`src/rtl/apb_gpio_slave.sv`:
```
`default_nettype none
// ============================================================================
// Module   : apb_gpio_slave
// Purpose  : APB3 completer that owns the board LEDs and samples the switches.
//            Switch edges are latched in a W1C status register that drives a level irq.
// Revision : 1.0 - initial release
// ============================================================================
module apb_gpio_slave #(
   parameter int unsigned WAIT_STATES = 1,
   parameter logic [7:0]  LED_RESET   = 8'h00
) (
   input  logic        clk,
   input  logic        rst,
   input  logic [31:0] PADDR,
   input  logic        PSEL,
   input  logic        PENABLE,
   input  logic        PWRITE,
   input  logic [31:0] PWDATA,
   output logic        PREADY,
   output logic [31:0] PRDATA,
   output logic        PSLVERR,
   output logic [7:0]  led,
   input  logic [7:0]  sw,
   output logic        irq
);

   localparam logic [31:0] C_ID = 32'h47504931;
   localparam logic [2:0]  C_WS = 3'(WAIT_STATES);

   typedef enum logic [1:0] {
      S_IDLE = 2'd0,
      S_WAIT = 2'd1,
      S_RESP = 2'd2
   } state_t;

   state_t      state_q, state_d;
   logic [2:0]  cnt_q, cnt_d;
   logic        pready_q, pready_d;
   logic [31:0] prdata_q, prdata_d;
   logic        pslverr_q, pslverr_d;
   logic [4:0]  addr_q, addr_d;
   logic        write_q, write_d;
   logic [7:0]  wdata_q, wdata_d;

   logic [7:0]  led_q, led_d;
   logic [7:0]  status_q, status_d;
   logic [7:0]  ien_q, ien_d;
   logic        irq_q, irq_d;
   logic [7:0]  s1_q, s2_q, prev_q;

   logic        w_setup;
   logic [4:0]  w_addr;
   logic        w_write;
   logic [2:0]  w_idx;
   logic        w_err;
   logic [31:0] w_rdata;
   logic        w_commit;
   logic [7:0]  w_clr;
   logic [7:0]  w_edge;
   logic        w_unused;

   assign w_unused = ^{PADDR[31:5], PWDATA[31:8]};

   assign w_setup = PSEL & ~PENABLE;
   // With zero wait states the response is built during setup, before the capture registers load.
   assign w_addr  = (state_q == S_IDLE) ? PADDR[4:0] : addr_q;
   assign w_write = (state_q == S_IDLE) ? PWRITE     : write_q;
   assign w_idx   = w_addr[4:2];

   always_comb begin
      w_err = 1'b0;
      if (w_addr[1:0] != 2'b00)                            w_err = 1'b1;
      if (w_idx > 3'd4)                                    w_err = 1'b1;
      if (w_write && (w_idx == 3'd1 || w_idx == 3'd4))     w_err = 1'b1;
   end

   always_comb begin
      w_rdata = 32'h0;
      case (w_idx)
         3'd0:    w_rdata = {24'h0, led_q};
         3'd1:    w_rdata = {24'h0, s2_q};
         3'd2:    w_rdata = {24'h0, status_q};
         3'd3:    w_rdata = {24'h0, ien_q};
         3'd4:    w_rdata = C_ID;
         default: w_rdata = 32'h0;
      endcase
   end

   always_comb begin
      state_d   = state_q;
      cnt_d     = cnt_q;
      pready_d  = 1'b0;
      prdata_d  = 32'h0;
      pslverr_d = 1'b0;
      addr_d    = addr_q;
      write_d   = write_q;
      wdata_d   = wdata_q;
      case (state_q)
         S_IDLE: begin
            if (w_setup) begin
               addr_d  = PADDR[4:0];
               write_d = PWRITE;
               wdata_d = PWDATA[7:0];
               if (C_WS == 3'd0) begin
                  state_d   = S_RESP;
                  pready_d  = 1'b1;
                  pslverr_d = w_err;
                  prdata_d  = (w_err || w_write) ? 32'h0 : w_rdata;
               end else begin
                  state_d = S_WAIT;
                  cnt_d   = C_WS;
               end
            end
         end
         S_WAIT: begin
            if (!PSEL) begin
               state_d = S_IDLE;
               cnt_d   = 3'd0;
            end else if (cnt_q <= 3'd1) begin
               // Counter reaching zero is registered together with PREADY.
               state_d   = S_RESP;
               cnt_d     = 3'd0;
               pready_d  = 1'b1;
               pslverr_d = w_err;
               prdata_d  = (w_err || w_write) ? 32'h0 : w_rdata;
            end else begin
               cnt_d = cnt_q - 3'd1;
            end
         end
         S_RESP: begin
            state_d = S_IDLE;
         end
         default: begin
            state_d = S_IDLE;
         end
      endcase
   end

   assign w_commit = (state_q == S_RESP) & PSEL & PENABLE & pready_q & write_q & ~pslverr_q;
   assign w_edge   = s2_q ^ prev_q;
   assign w_clr    = (w_commit && addr_q[4:2] == 3'd2) ? wdata_q : 8'h00;

   always_comb begin
      led_d    = led_q;
      ien_d    = ien_q;
      if (w_commit && addr_q[4:2] == 3'd0) led_d = wdata_q;
      if (w_commit && addr_q[4:2] == 3'd3) ien_d = wdata_q;
      status_d = (status_q & ~w_clr) | w_edge;
      irq_d    = |(status_q & ien_q);
   end

   always_ff @(posedge clk or posedge rst) begin
      if (rst) begin
         state_q   <= S_IDLE;
         cnt_q     <= 3'd0;
         pready_q  <= 1'b0;
         prdata_q  <= 32'h0;
         pslverr_q <= 1'b0;
         addr_q    <= 5'h0;
         write_q   <= 1'b0;
         wdata_q   <= 8'h0;
      end else begin
         state_q   <= state_d;
         cnt_q     <= cnt_d;
         pready_q  <= pready_d;
         prdata_q  <= prdata_d;
         pslverr_q <= pslverr_d;
         addr_q    <= addr_d;
         write_q   <= write_d;
         wdata_q   <= wdata_d;
      end
   end

   always_ff @(posedge clk or posedge rst) begin
      if (rst) begin
         led_q    <= LED_RESET;
         status_q <= 8'h0;
         ien_q    <= 8'h0;
         irq_q    <= 1'b0;
         s1_q     <= 8'h0;
         s2_q     <= 8'h0;
         prev_q   <= 8'h0;
      end else begin
         led_q    <= led_d;
         status_q <= status_d;
         ien_q    <= ien_d;
         irq_q    <= irq_d;
         s1_q     <= sw;
         s2_q     <= s1_q;
         prev_q   <= s2_q;
      end
   end

   assign PREADY  = pready_q;
   assign PRDATA  = prdata_q;
   assign PSLVERR = pslverr_q;
   assign led     = led_q;
   assign irq     = irq_q;

endmodule
`default_nettype wire

```
`config.mk`:
```
export PLATFORM = sky130hd
export DESIGN_NAME = apb_gpio_slave
export DESIGN_NICKNAME = d
export VERILOG_FILES = /design/src/rtl/apb_gpio_slave.sv
export SDC_FILE = /design/constraint.sdc
export NUM_CORES = 1
export LEC_CHECK = 0
export CELL_PAD_IN_SITES_DETAIL_PLACEMENT = 1
export CELL_PAD_IN_SITES_GLOBAL_PLACEMENT = 1
export CORE_UTILIZATION = 38
export CTS_CLUSTER_SIZE = 12
export DETAILED_ROUTE_END_ITERATION = 6
export PLACE_DENSITY = 0.89
export SETUP_SLACK_MARGIN = 0.1
export SLEW_MARGIN = 20
export SYNTH_ARGS = -nofsm -noshare
export SYNTH_HDL_FRONTEND = slang
export SYNTH_SLANG_ARGS = --single-unit
```
`constraint.sdc`:
```
create_clock -name clk -period 4.8 [get_ports clk]
set_clock_uncertainty 0.2 [all_clocks]
set_input_delay 0.48 -clock clk [delete_from_list [all_inputs] [get_ports clk]]
set_output_delay 0.48 -clock clk [all_outputs]
set_load 0.02 [all_outputs]
```
==> flow_metrics.py, run 1 <==
metrics = {
    "status": {
        "outcome": "finished, violations left",
        "violations": "DRC",
    },
    "power": {
        "p_total_mw": 1.59,
        "leakage_nw": 1.80,
        "max-vdd-ir-drop_v": 0.000151,
        "powerDensity_nw_per_um2": 375,
    },
    "timing": {
        "setup_slack_ps": 2250,
        "fmax_mhz": 392,
        "fin_crit_ps": 2550,
        "slew_headroom": 0.244,
        "drv_slew": 0,
        "finalHoldViolCount": 0,
        "whs_ps": 152,
        "rsz0062_at_grt": "false",
        "final.setup.tns_ps": 0,
        "setup_viol": 0,
        "tightest_slew_ps": 1120,
        "post-route-period-util": 0.531,
    },
    "synth": {
        "synth_top_family_by_area": "simple AND/OR/NAND/NOR gates",
        "synthDistinctLibCells": 51,
        "yosysTopAreaCellShare": 0.558,
        "syn_area_per_cell_um2": 12.8,
        "ys_seq_elements": 79,
        "syn-cell-area_um2": 3540,
        "synth_seq_area_share": 0.558,
        "synth_flop_cell": "dfrtp_1",
        "syn_inst": 277,
        "synth_xor_area_frac": 0.0198,
        "synth_mux_area_frac": 0.108,
        "yosysTopAreaCell": "dfrtp_1",
        "yosysWarningCount": 0,
        "synth-compound-area-share": 0.110,
        "synth_edf_count": 0,
        "synthSimpleGateAreaFrac": 0.128,
        "async_flop_share": 1.00,
        "synth.area.top_cells": "dfrtp_1, buf_4, mux2_2, mux2_4, mux2_1",
        "yosysMostFrequentCell": "dfrtp_1",
        "synth_top_cells_by_count": "dfrtp_1, buf_4, nand3_1, mux2_2, nand2_1",
        "synth_adder_area_share": 0.00707,
    },
    "cts": {
        "htree_num_levels": 3,
        "clk_pin_slew_ps": 80,
        "cts_hold_buf": 0,
        "numCtsBuffers": 9,
        "clock_sinks": 79,
        "cts_setup_buffers": 0,
        "cts_tree": "yes",
        "cts-root-buf": "clkbuf_8",
        "clock_insertion_delay_worst_skew_ps": 360,
        "cts_buffer_depth": 2,
        "cts_resized": 0,
    },
    "floorplan": {
        "design.portCount": 120,
        "die_h_um": 98.5,
        "fp-row-count": 34,
        "die_w_um": 98.5,
        "core_um2": 8890,
        "die-area_um2": 9710,
        "initial_utilization": 0.398,
    },
    "critical_path": {
        "critPathArrivalTime_ps": 2600,
        "reg2reg_slack_ps": 2260,
        "crit_chain": "clkdlybuf4s50_1, nor4_1, a221oi_1, nand4bb_1, a31oi_1",
        "required_ps": 4850,
        "reg2reg_depth": 4,
        "crit_slowest_cell": "nand4bb_1",
        "critPathMaxStageDelay_ps": 600,
        "end_kind": "register",
        "start_kind": "input pin",
        "crit_type": "input pin to register",
        "critPathMaxFanout": 9,
    },
    "finish": {
        "final_area_um2": 4230,
        "final_util": 0.476,
        "final_cells": 438,
        "diodes": 0,
        "layout.nets": 404,
        "drive_above_1_share": 0.167,
        "syn_to_final_growth_pct": 19.6,
    },
    "drt": {
        "drt_iter0_drc": 118,
        "remaining_drc_errors": 6,
        "wl_per_cell_um": 18.2,
        "antenna_left": 0,
        "wl_mm": 7.96,
        "vias_per_cell": 5.40,
        "vias": 2367,
        "firstDrtPassIters": 7,
    },
    "global_routing": {
        "antenna_found_initial": 0,
        "grt_pass1_vias": 2434,
        "grt_usage": 0.176,
        "grt_pass1_wl_mm": 13.0,
        "grt_max_degree": 42,
        "grt_overflow": 0,
    },
    "placement": {
        "hpwl_mm": 5.58,
        "post_dp_cell_area_um2": 4050,
        "dpl.cell_count": 422,
        "place_ws_ps": 1910,
        "port_buffers": 53,
        "routabilityCongestion": 0.845,
    },
    "hold_path": {
        "whs_path_depth": 0,
        "hold_path_class": "register to register",
    },
    "run": {
        "drv_cap": 0,
    },
}
-- worst max-delay path, delay by kind of cell --
kind	cells	cell delay [ps]
buffers and inverters	1	480
and+or+nand+nor	2	1090
AOI/OAI and AO/OA	2	540
-- layout make-up --
type | instances | area [um^2]
Fill cell | 940 | 4660
Tap cell | 108 | 135
Inverter | 3 | 11.3
Multi-Input combinational cell | 177 | 1380
Clock inverter | 4 | 28.8
Clock buffer | 12 | 155
Sequential cell | 79 | 1980
Timing Repair Buffer | 55 | 546
-- path summary, 6_finish.rpt --
| check | startpoint | end |
|---|---|---|
| max | PADDR[2] | PRDATA[6] |
| min | s1_q[7] | s2_q[7] |
| max reg2reg | state_q[1] | status_q[1] |
| min reg2reg | s1_q[7] | s2_q[7] |
| max in group asynchronous | rst | PREADY |
| min in group asynchronous | rst | s1_q[7] |
-- logic make-up (layout without fill, tap and decap cells) --
family	after synthesis	count (layout)
buffers and inverters	35	74
XOR/XNOR	8	8
multiplexers	31	31
flip-flops	79	79
AND/OR/NAND/NOR	68	68
other	1	15
AO/OA/AOI/OAI	53	53
adder cells (fa/ha/maj)	2	2
-- layer usage --
layer,vias up,track usage,part of all wire,wire (um)
met5,-,0,0,0
met1,1220,0.228,0.45,3590
met2,83,0.288,0.49,3880
met3,10,0.0433,0.047,371
met4,0,0.0654,0.014,113
li1,1054,-,-,-
-- power breakdown --
part | total [mW] | switching [mW] | internal (mW)
registers | 0.805 | 0.0779 | 0.728
clock network | 0.458 | 0.241 | 0.217
logic | 0.325 | 0.174 | 0.151
total | 1.59 | 0.493 | 1.10
-- cell usage in the layout (no fill, tap or decap), types with 9 or more instances in the layout --
| cell type | n |
|---|---|
| mux2_4 | 9 |
| a21o_1 | 10 |
| nand2_1 | 12 |
| mux2_2 | 14 |
| dfrtp_1 | 79 |
| nand3_1 | 16 |
| clkbuf_8 | 11 |
| conb_1 | 15 |
| o21ai_0 | 9 |
| clkdlybuf4s50_1 | 53 |
-- flip-flops by register name (all words and copies together) (netlist names) --
name	cells
PRDATA	9
ien_q	8
led	8
prev_q	8
s1_q	8
s2_q	8
status_q	8
wdata_q	8
addr_q	5
cnt_q	3
state_q	2
PREADY	1
PSLVERR	1
irq	1
write_q	1
Note: power is estimated with default switching activity, not from simulation.
==> run 2: changes to the inputs <==
--- a/config.mk
+++ b/config.mk
@@ -7,10 +7,10 @@
 export LEC_CHECK = 0
 export CELL_PAD_IN_SITES_DETAIL_PLACEMENT = 1
 export CELL_PAD_IN_SITES_GLOBAL_PLACEMENT = 1
-export CORE_UTILIZATION = 38
+export CORE_UTILIZATION = 32
 export CTS_CLUSTER_SIZE = 12
 export DETAILED_ROUTE_END_ITERATION = 6
-export PLACE_DENSITY = 0.89
+export PLACE_DENSITY = 0.8
 export SETUP_SLACK_MARGIN = 0.1
 export SLEW_MARGIN = 20
 export SYNTH_ARGS = -nofsm -noshare
==> constraint.sdc (replaced) <==
create_clock -name clk -period 2.2 [get_ports clk]
set_clock_uncertainty 0.2 [all_clocks]
set_input_delay 0.22 -clock clk [delete_from_list [all_inputs] [get_ports clk]]
set_output_delay 0.22 -clock clk [all_outputs]
set_load 0.02 [all_outputs]
==> run 2 against run 1 <==
Net effect:
- the run now ends clean
- clock-buffer cell count is the same
- clock power increased by 140%
- sequential cell count stayed put
- first-iteration DRC count shrank 5.9%
- register-to-register slack worse by 2100 ps
- cell count is 12% higher
- largest cell class unchanged
- setup slack got worse by 2100 ps
- highest routed layer unchanged
==> flow_metrics.py, run 2 (synthesis gave the netlist of run 1 again) <==
metrics = {
    "finish": {
        "layout_common_cells": "dfrtp_1, clkdlybuf4s50_1, buf_4, nand3_1, conb_1",
        "drive_above_1_share": 0.221,
        "regArea_um2": 1980,
        "layout.nets": 424,
        "multiInputGateArea_um2": 1400,
        "final_common_cell": "dfrtp_1",
        "diodes": 0,
        "fill_cells": 1140,
        "largest_register_ffs": 9,
        "syn_to_final_growth_pct": 26.8,
    },
    "critical_path": {
        "critPathMaxFanout": 8,
        "reg2reg_to": "PRDATA[6]",
        "startpoint": "state_q[0]",
        "crit-reg2reg-launch": "state_q[0]",
        "start_kind": "register",
        "required_ps": 2230,
        "crit_type": "register to register",
        "end_kind": "register",
        "critPathArrivalTime_ps": 2080,
        "reg2reg_slack_ps": 150,
        "reg2reg_depth": 6,
    },
    "floorplan": {
        "die_w_um": 107,
        "core_um2": 10800,
        "die-area_um2": 11500,
        "initial_utilization": 0.328,
        "design.portCount": 120,
        "fp-row-count": 38,
        "die_h_um": 107,
    },
    "placement": {
        "port_buffers": 53,
        "routabilityCongestion": 0.825,
        "hpwl_mm": 5.88,
    },
    "cts": {
        "numCtsBuffers": 9,
        "cts_tree": "yes",
        "clk_pin_slew_ps": 80,
        "cts-root-buf": "clkbuf_8",
        "cts_buffer_depth": 2,
        "htree_num_levels": 3,
        "clock_insertion_delay_worst_skew_ps": 350,
        "clock_sinks": 79,
    },
    "timing": {
        "whs_ps": 18.9,
        "drv_slew": 0,
        "rsz0062_at_grt": "true",
        "post-route-period-util": 0.931,
        "fin_crit_ps": 2050,
        "setup_viol": 0,
        "slew_headroom": 0.604,
        "fmax_mhz": 488,
        "tightest_slew_ps": 592,
        "final.setup.tns_ps": 0,
        "finalHoldViolCount": 0,
    },
    "power": {
        "leakage_nw": 1.92,
        "powerDensity_nw_per_um2": 816,
        "max-vdd-ir-drop_v": 0.000297,
    },
    "global_routing": {
        "grt_overflow": 0,
        "grt_usage": 0.154,
        "antenna_found_initial": 0,
        "grt_pass1_vias": 2539,
        "grt_max_degree": 50,
        "grt_pass1_wl_mm": 13.3,
    },
    "drt": {
        "antenna_left": 0,
        "firstDrtPassIters": 4,
        "vias_per_cell": 4.91,
        "met1_length_mm": 3.64,
        "wl_per_cell_um": 16.9,
        "top_layer": "met4",
        "wl_met2_mm": 4.06,
        "vias": 2400,
        "remaining_drc_errors": 0,
        "drt_iter0_drc": 111,
        "wl_mm": 8.26,
        "wl_met3_um": 379,
    },
    "status": {
        "outcome": "finished, final reports clean",
    },
    "hold_path": {
        "hold_path_class": "input pin to async pin",
    },
    "run": {
        "drv_cap": 0,
    },
}
[run 2: cell types whose count changed in the layout (fill, tap and decap cells not counted), moves of 2 or more]
cell / previous run / this run
dfrtp_2: 0 / 2
dfrtp_1: 79 / 77
o21ai_2: 3 / 1
buf_4: 2 / 19
o21ai_4: 0 / 2
buf_12: 0 / 2
[run 2: report_power, final]
part / total (mW) / internal, mW / switching (mW)
registers: 1.75 / 1.59 / 0.161
clock network: 1.09 / 0.579 / 0.515
logic: 0.822 / 0.409 / 0.413
[run 2: how the worst max path moves through the flow]
stage,endpoint,slack (ps)
2_1_floorplan,addr_q[0],300
3_3_place_gp,PRDATA[4],-5
3_5_place_dp,PRDATA[4],-90
4_1_cts,PRDATA[1],120
5_1_grt,PRDATA[6],70
6_report,PRDATA[6],150
[run 2: metal layers]
layer / track usage / up-vias
met5: 0 / -
met4: 0.0783 / 0
met3: 0.0395 / 16
met2: 0.245 / 63
met1: 0.194 / 1230
li1: - / 1091
[run 2: metrics by stage]
step | setup slack, ps | total power [mW] | cell area [um^2] | std cells | util
finish | 152 | 3.67 | 4490 | 489 | 0.416
floorplan | 297 | 2.27 | 3600 | 291 | -
global route | 68.5 | 3.83 | 4490 | 489 | 0.416
CTS | 121 | 3.65 | 4430 | 485 | 0.411
global placement | -5.34 | 2.50 | 4230 | 470 | 0.392
detailed placement | -85.0 | 2.55 | 4230 | 470 | 0.392
[run 2: layout make-up]
type	instances	area share
sequential	79	0.441
clock inverter	3	0.00948
timing repair buffer	75	0.161
clock buffer	12	0.0346
tap	140	0.0390
multi-input combinational	177	0.311
inverter	3	0.00334
[run 2: critical path, cell delays in order, from the launching register on]
cell	delay (ps)
dfrtp_2	460
buf_4	180
nor2_1	480
o31ai_1	180
nand4bb_1	170
buf_4	180
a31oi_1	70
[run 2: timing repair]
item / CTS / global route
endpoints found under the setup margin: 23 / 13
gates resized for setup: 2 / 7
pin swaps: 0 / 1
hold buffers: 0 / 0
setup buffers: 0 / 4
==> RTL change 1, RTL diff (flow settings as in run 1) <==
Add an input register stage for `sw`; this delays it by one clock. The other inputs are not delayed to match.
--- a/src/rtl/apb_gpio_slave.sv
+++ b/src/rtl/apb_gpio_slave.sv
@@ -35,2 +35,8 @@
 
+   logic [7:0] sw_q;
+
+   always_ff @(posedge clk) begin
+      sw_q <= sw;
+   end
+
    state_t      state_q, state_d;
@@ -187,3 +193,3 @@
          irq_q    <= irq_d;
-         s1_q     <= sw;
+         s1_q     <= sw_q;
          s2_q     <= s1_q;
Formal check against the unedited RTL: not equivalent (a bounded check fails within 4 cycles, from zero or initial values and one cycle with rst high).
==> RTL change 1 against run 1 <==
- the flow still finishes with violations (DRC)
- setup slack got worse by 0.072 ns
- count of clock-buffer cells in the layout fell by 2
- sequential cell count rose by 8
- critical path type is now reg2reg
- largest cell class unchanged
- highest routed layer unchanged
- critical path depth did not move
- first-iteration DRC count rose by 4.2%
- sequential share of layout area rose by 3.3 points
- power rose by 7.6%
- final area rose by 1.0%
- utilization rose by 0.71 points
- clock power rose by 22%
- non-clock buffer count fell by 1
- synthesized area fell by 0.57%
- routed wire length fell by 7.7%
==> RTL change 1: results (changes against run 1) <==
M3 GR Usage=3.58% (-0.75 points); min cycle time layout=2.62 ns (+0.0719 ns); grt met1 use=22.1% (-0.75 points); Worst Hold Class=reg2reg; gp weighted congestion=0.818 (-3.2%); Multi-input gate area=1230 um2 (-11%); min-delay src=sw_q[3]$_DFF_P_; failing checks=DRC; max_slew headroom=37.8% (+13 points); clk_buf instances=10 (-2); hold path endpoint=s1_q[3]$_DFF_PP0_; sequential power=0.868 mW (+7.8%); FF+latch count=87 (+10%); Synth cell types=46 (-9.8%); pre-CTS setup slack=2.03 ns (+0.118 ns); top cells by count, synth=dfrtp_1 (79), mux2_2 (39), buf_4 (24); Comb. pwr=0.281 mW (-14%); bufs w/o clock=54 (-1.8%); Fill cells=909 (-3.3%); Skew-Pair Late Insertion Delay=0.35 ns; buffer share of cell area=12.6% (-0.30 points); M1 WL=3220 um (-10%); critical setup path kind=reg2reg; via count=2199 (-7.1%); critical path fanouts, max=14 (+5); DP Wirelength=5010 um (-10%); met2 WL post-DR=3640 um (-6.4%); sequential share of cell area=50.0% (+3.3 points); Synth Instances=262 (-5.4%); IO Port Bufs=53 (unchanged); share of cells above drive strength 1=20.3% (+3.6 points); sequential share of the synthesized area=60.7% (+4.9 points); DRT iter0 DRCs=123 (+4.2%); Final Net Count=394 (-2.5%); multi-input gates=160 (-9.6%); Max VDD drop=0.191 mV (+27%); Clk. pwr=0.560 mW (+22%); grt met2 use=27.7% (-1.0 points); met3 WL=363 um (-2.2%); arrival time worst endpoint=2.65 ns (+0.05 ns); Clock-cell share=5.15% (+0.81 points); slowest CP cell=mux2i_2; R2R depth=5 (+1); async set-reset flop share out of synthesis=90.8% (-9.2 points); top cells by area, synth=dfrtp_1 (56%), mux2_2 (12%), buf_4 (5.1%), dfxtp_1 (4.5%), a21o_1 (2.1%); FF-to-FF setup slack=2.18 ns (-0.08 ns); total track usage=16.8% (-0.81 points); Critical path destination=PRDATA[2]$_DFF_PP0_; leakage=1.84 nW (+2.0%); fin cells=428 (-2.3%); # DRC=4 (-2); drt pass-1 iters=6 (-1); internal power=1.23 mW (+12%); status=finished, violations left; WL/cell=17.2 um (-5.6%); crit-path leading delay family=multiplexers
[RTL change 1: cell types whose count changed after synthesis, sizes merged, moves of 5 or more]
cell	run 1	this run
a222oi	0	5
dfxtp	0	8
nor2	5	12
mux2	31	40
nand3	17	2
and3	7	0
o21ai	15	9
a21boi	8	1
nand2	13	19
[RTL change 1: per-stage QoR]
stage	hold WS, ns	cell area [um2]	utilization (%)
floorplan	0.116	3570	-
global placement	0.117	4060	45.8
detailed placement	0.120	4060	45.8
CTS	0.132	4280	48.3
global route	0.137	4280	48.3
finish	0.130	4280	48.3
[RTL change 1: cells by family after synthesis]
family | Yosys count | synth area share [%]
xor gates and xnor gates | 8 | 1.99
and+or+nand+nor | 54 | 9.24
muxes | 43 | 13.8
other | 1 | 0.107
AOI/OAI and AO/OA | 38 | 7.60
DFF | 87 | 60.7
buffers and inverters | 29 | 5.90
adders and majority gates | 2 | 0.711
==> RTL change 2, RTL diff (config.mk and constraints of run 1) <==
Made on the original files. Encoding of `state_t`: now one-hot (3 bits for 3 states).
--- a/src/rtl/apb_gpio_slave.sv
+++ b/src/rtl/apb_gpio_slave.sv
@@ -29,6 +29,6 @@
 
-   typedef enum logic [1:0] {
-      S_IDLE = 2'd0,
-      S_WAIT = 2'd1,
-      S_RESP = 2'd2
+   typedef enum logic [2:0] {
+      S_IDLE = 3'b001,
+      S_WAIT = 3'b010,
+      S_RESP = 3'b100
    } state_t;
Formal check against the unedited RTL: same outputs for any inputs over 4 cycles, from zero or initial values and one cycle with rst high; so few cycles prove little.
==> RTL change 2 against run 1 <==
- non-clock buffer count increased by 1
- routed wire length grew 17%
- synthesized area grew 8.4%
- clock power up 8.1%
- sequential cell count up 1
- sequential share of layout area fell by 2.6 points
- critical path depth is the same
- hold slack better by 0.00064 ns
- critical endpoint is now PRDATA[4]$_DFF_PP0_
- final area increased by 7.2%
- synthesized cell count is 31% higher
- power fell by 5.3%
- largest power group unchanged
- setup slack lost 0.079 ns
- count of clock-buffer cells in the layout stayed put
==> RTL change 2: results (changes against run 1) <==
Final Net Count=481 (+19%); Cells after DPL=524 (+24%); Hold Slack=0.153 ns (+0.000639 ns); M3 GR Usage=1.36% (-3.0 points); internal power=1.05 mW (-4.1%); M1 WL=4250 um (+18%); sequential share of the synthesized area=52.2% (-3.7 points); pre-CTS setup slack=1.94 ns (+0.0287 ns); worst setup path start=state_q[0]$_DFFE_PP1P_; crit-path max cell delay=0.58 ns (-0.02 ns); DP Wirelength=6650 um (+19%); grt met2 use=31.8% (+3.0 points); Synth cell types=48 (-5.9%); Max VDD drop=0.159 mV (+5.3%); status=finished, final reports clean; Critical path destination=PRDATA[4]$_DFF_PP0_; total track usage=19.2% (+1.6 points); largest net degree at the start of global routing=56 (+33%); hold path endpoint=s2_q[3]$_DFF_PP0_; Reg area=2000 um2 (+1.3%); global-route wire length before repair=15300 um (+18%); grt met1 use=25.7% (+2.9 points); Post-DP Area=4350 um2 (+7.4%); sequential power=0.782 mW (-2.9%); DRT iter0 DRCs=148 (+25%); Fill cells=1108 (+18%); top cells by count, synth=dfrtp_1 (79), nand2_1 (58), buf_4 (26); met3 WL=331 um (-11%); gp weighted congestion=0.801 (-5.2%); number of global-route vias before repair=2989 (+23%); min-delay src=s1_q[3]$_DFF_PP0_; R2R depth=5 (+1); WL/cell=17.3 um (-4.9%); Pwr Total=1.50 mW (-5.3%); crit-path leading delay family=multiplexers; critical path fanouts, max=24 (+15); via count=2805 (+19%); max_slew headroom=27.8% (+3.4 points); met2 WL post-DR=4570 um (+18%); top cells by area, synth=dfrtp_1 (51%), nand2_1 (5.7%), buf_4 (5.1%), mux2_2 (4.4%), o21ai_0 (2.9%); share of cells above drive strength 1=11.1% (-5.6 points); leakage=1.93 nW (+6.9%)
[RTL change 2: changes by cell type in the layout (fill, tap and decap cells not counted), sizes merged, moves of 8 or more]
cell | run 1 | this run
a211o | 0 | 8
a211oi | 0 | 12
a21boi | 8 | 0
a21o | 10 | 0
inv | 4 | 14
mux2 | 31 | 16
nand2 | 13 | 58
nor2b | 0 | 8
nor3b | 0 | 9
o21ai | 15 | 23
o2bb2ai | 0 | 12
[RTL change 2: cell families after synthesis]
logic type                 after synthesis  share of synthesized area (%)
AOI/OAI and AO/OA                       75                           13.6
xor gates and xnor gates                 8                           1.82
adders and majority gates                2                          0.652
buffers and inverters                   55                           8.41
DFF                                     80                           52.2
muxes                                   23                           6.61
other                                    1                         0.0977
and+or+nand+nor                        118                           16.7
[RTL change 2: cell type report]
type                    instances  area share [%]
inverters                      14            1.19
well taps                     133            3.67
clock buffers                  12            2.98
repair buffers                 56            12.2
flip-flops and latches         80            44.1
multi-input cells             241            34.6
clock inverters                 4            1.24
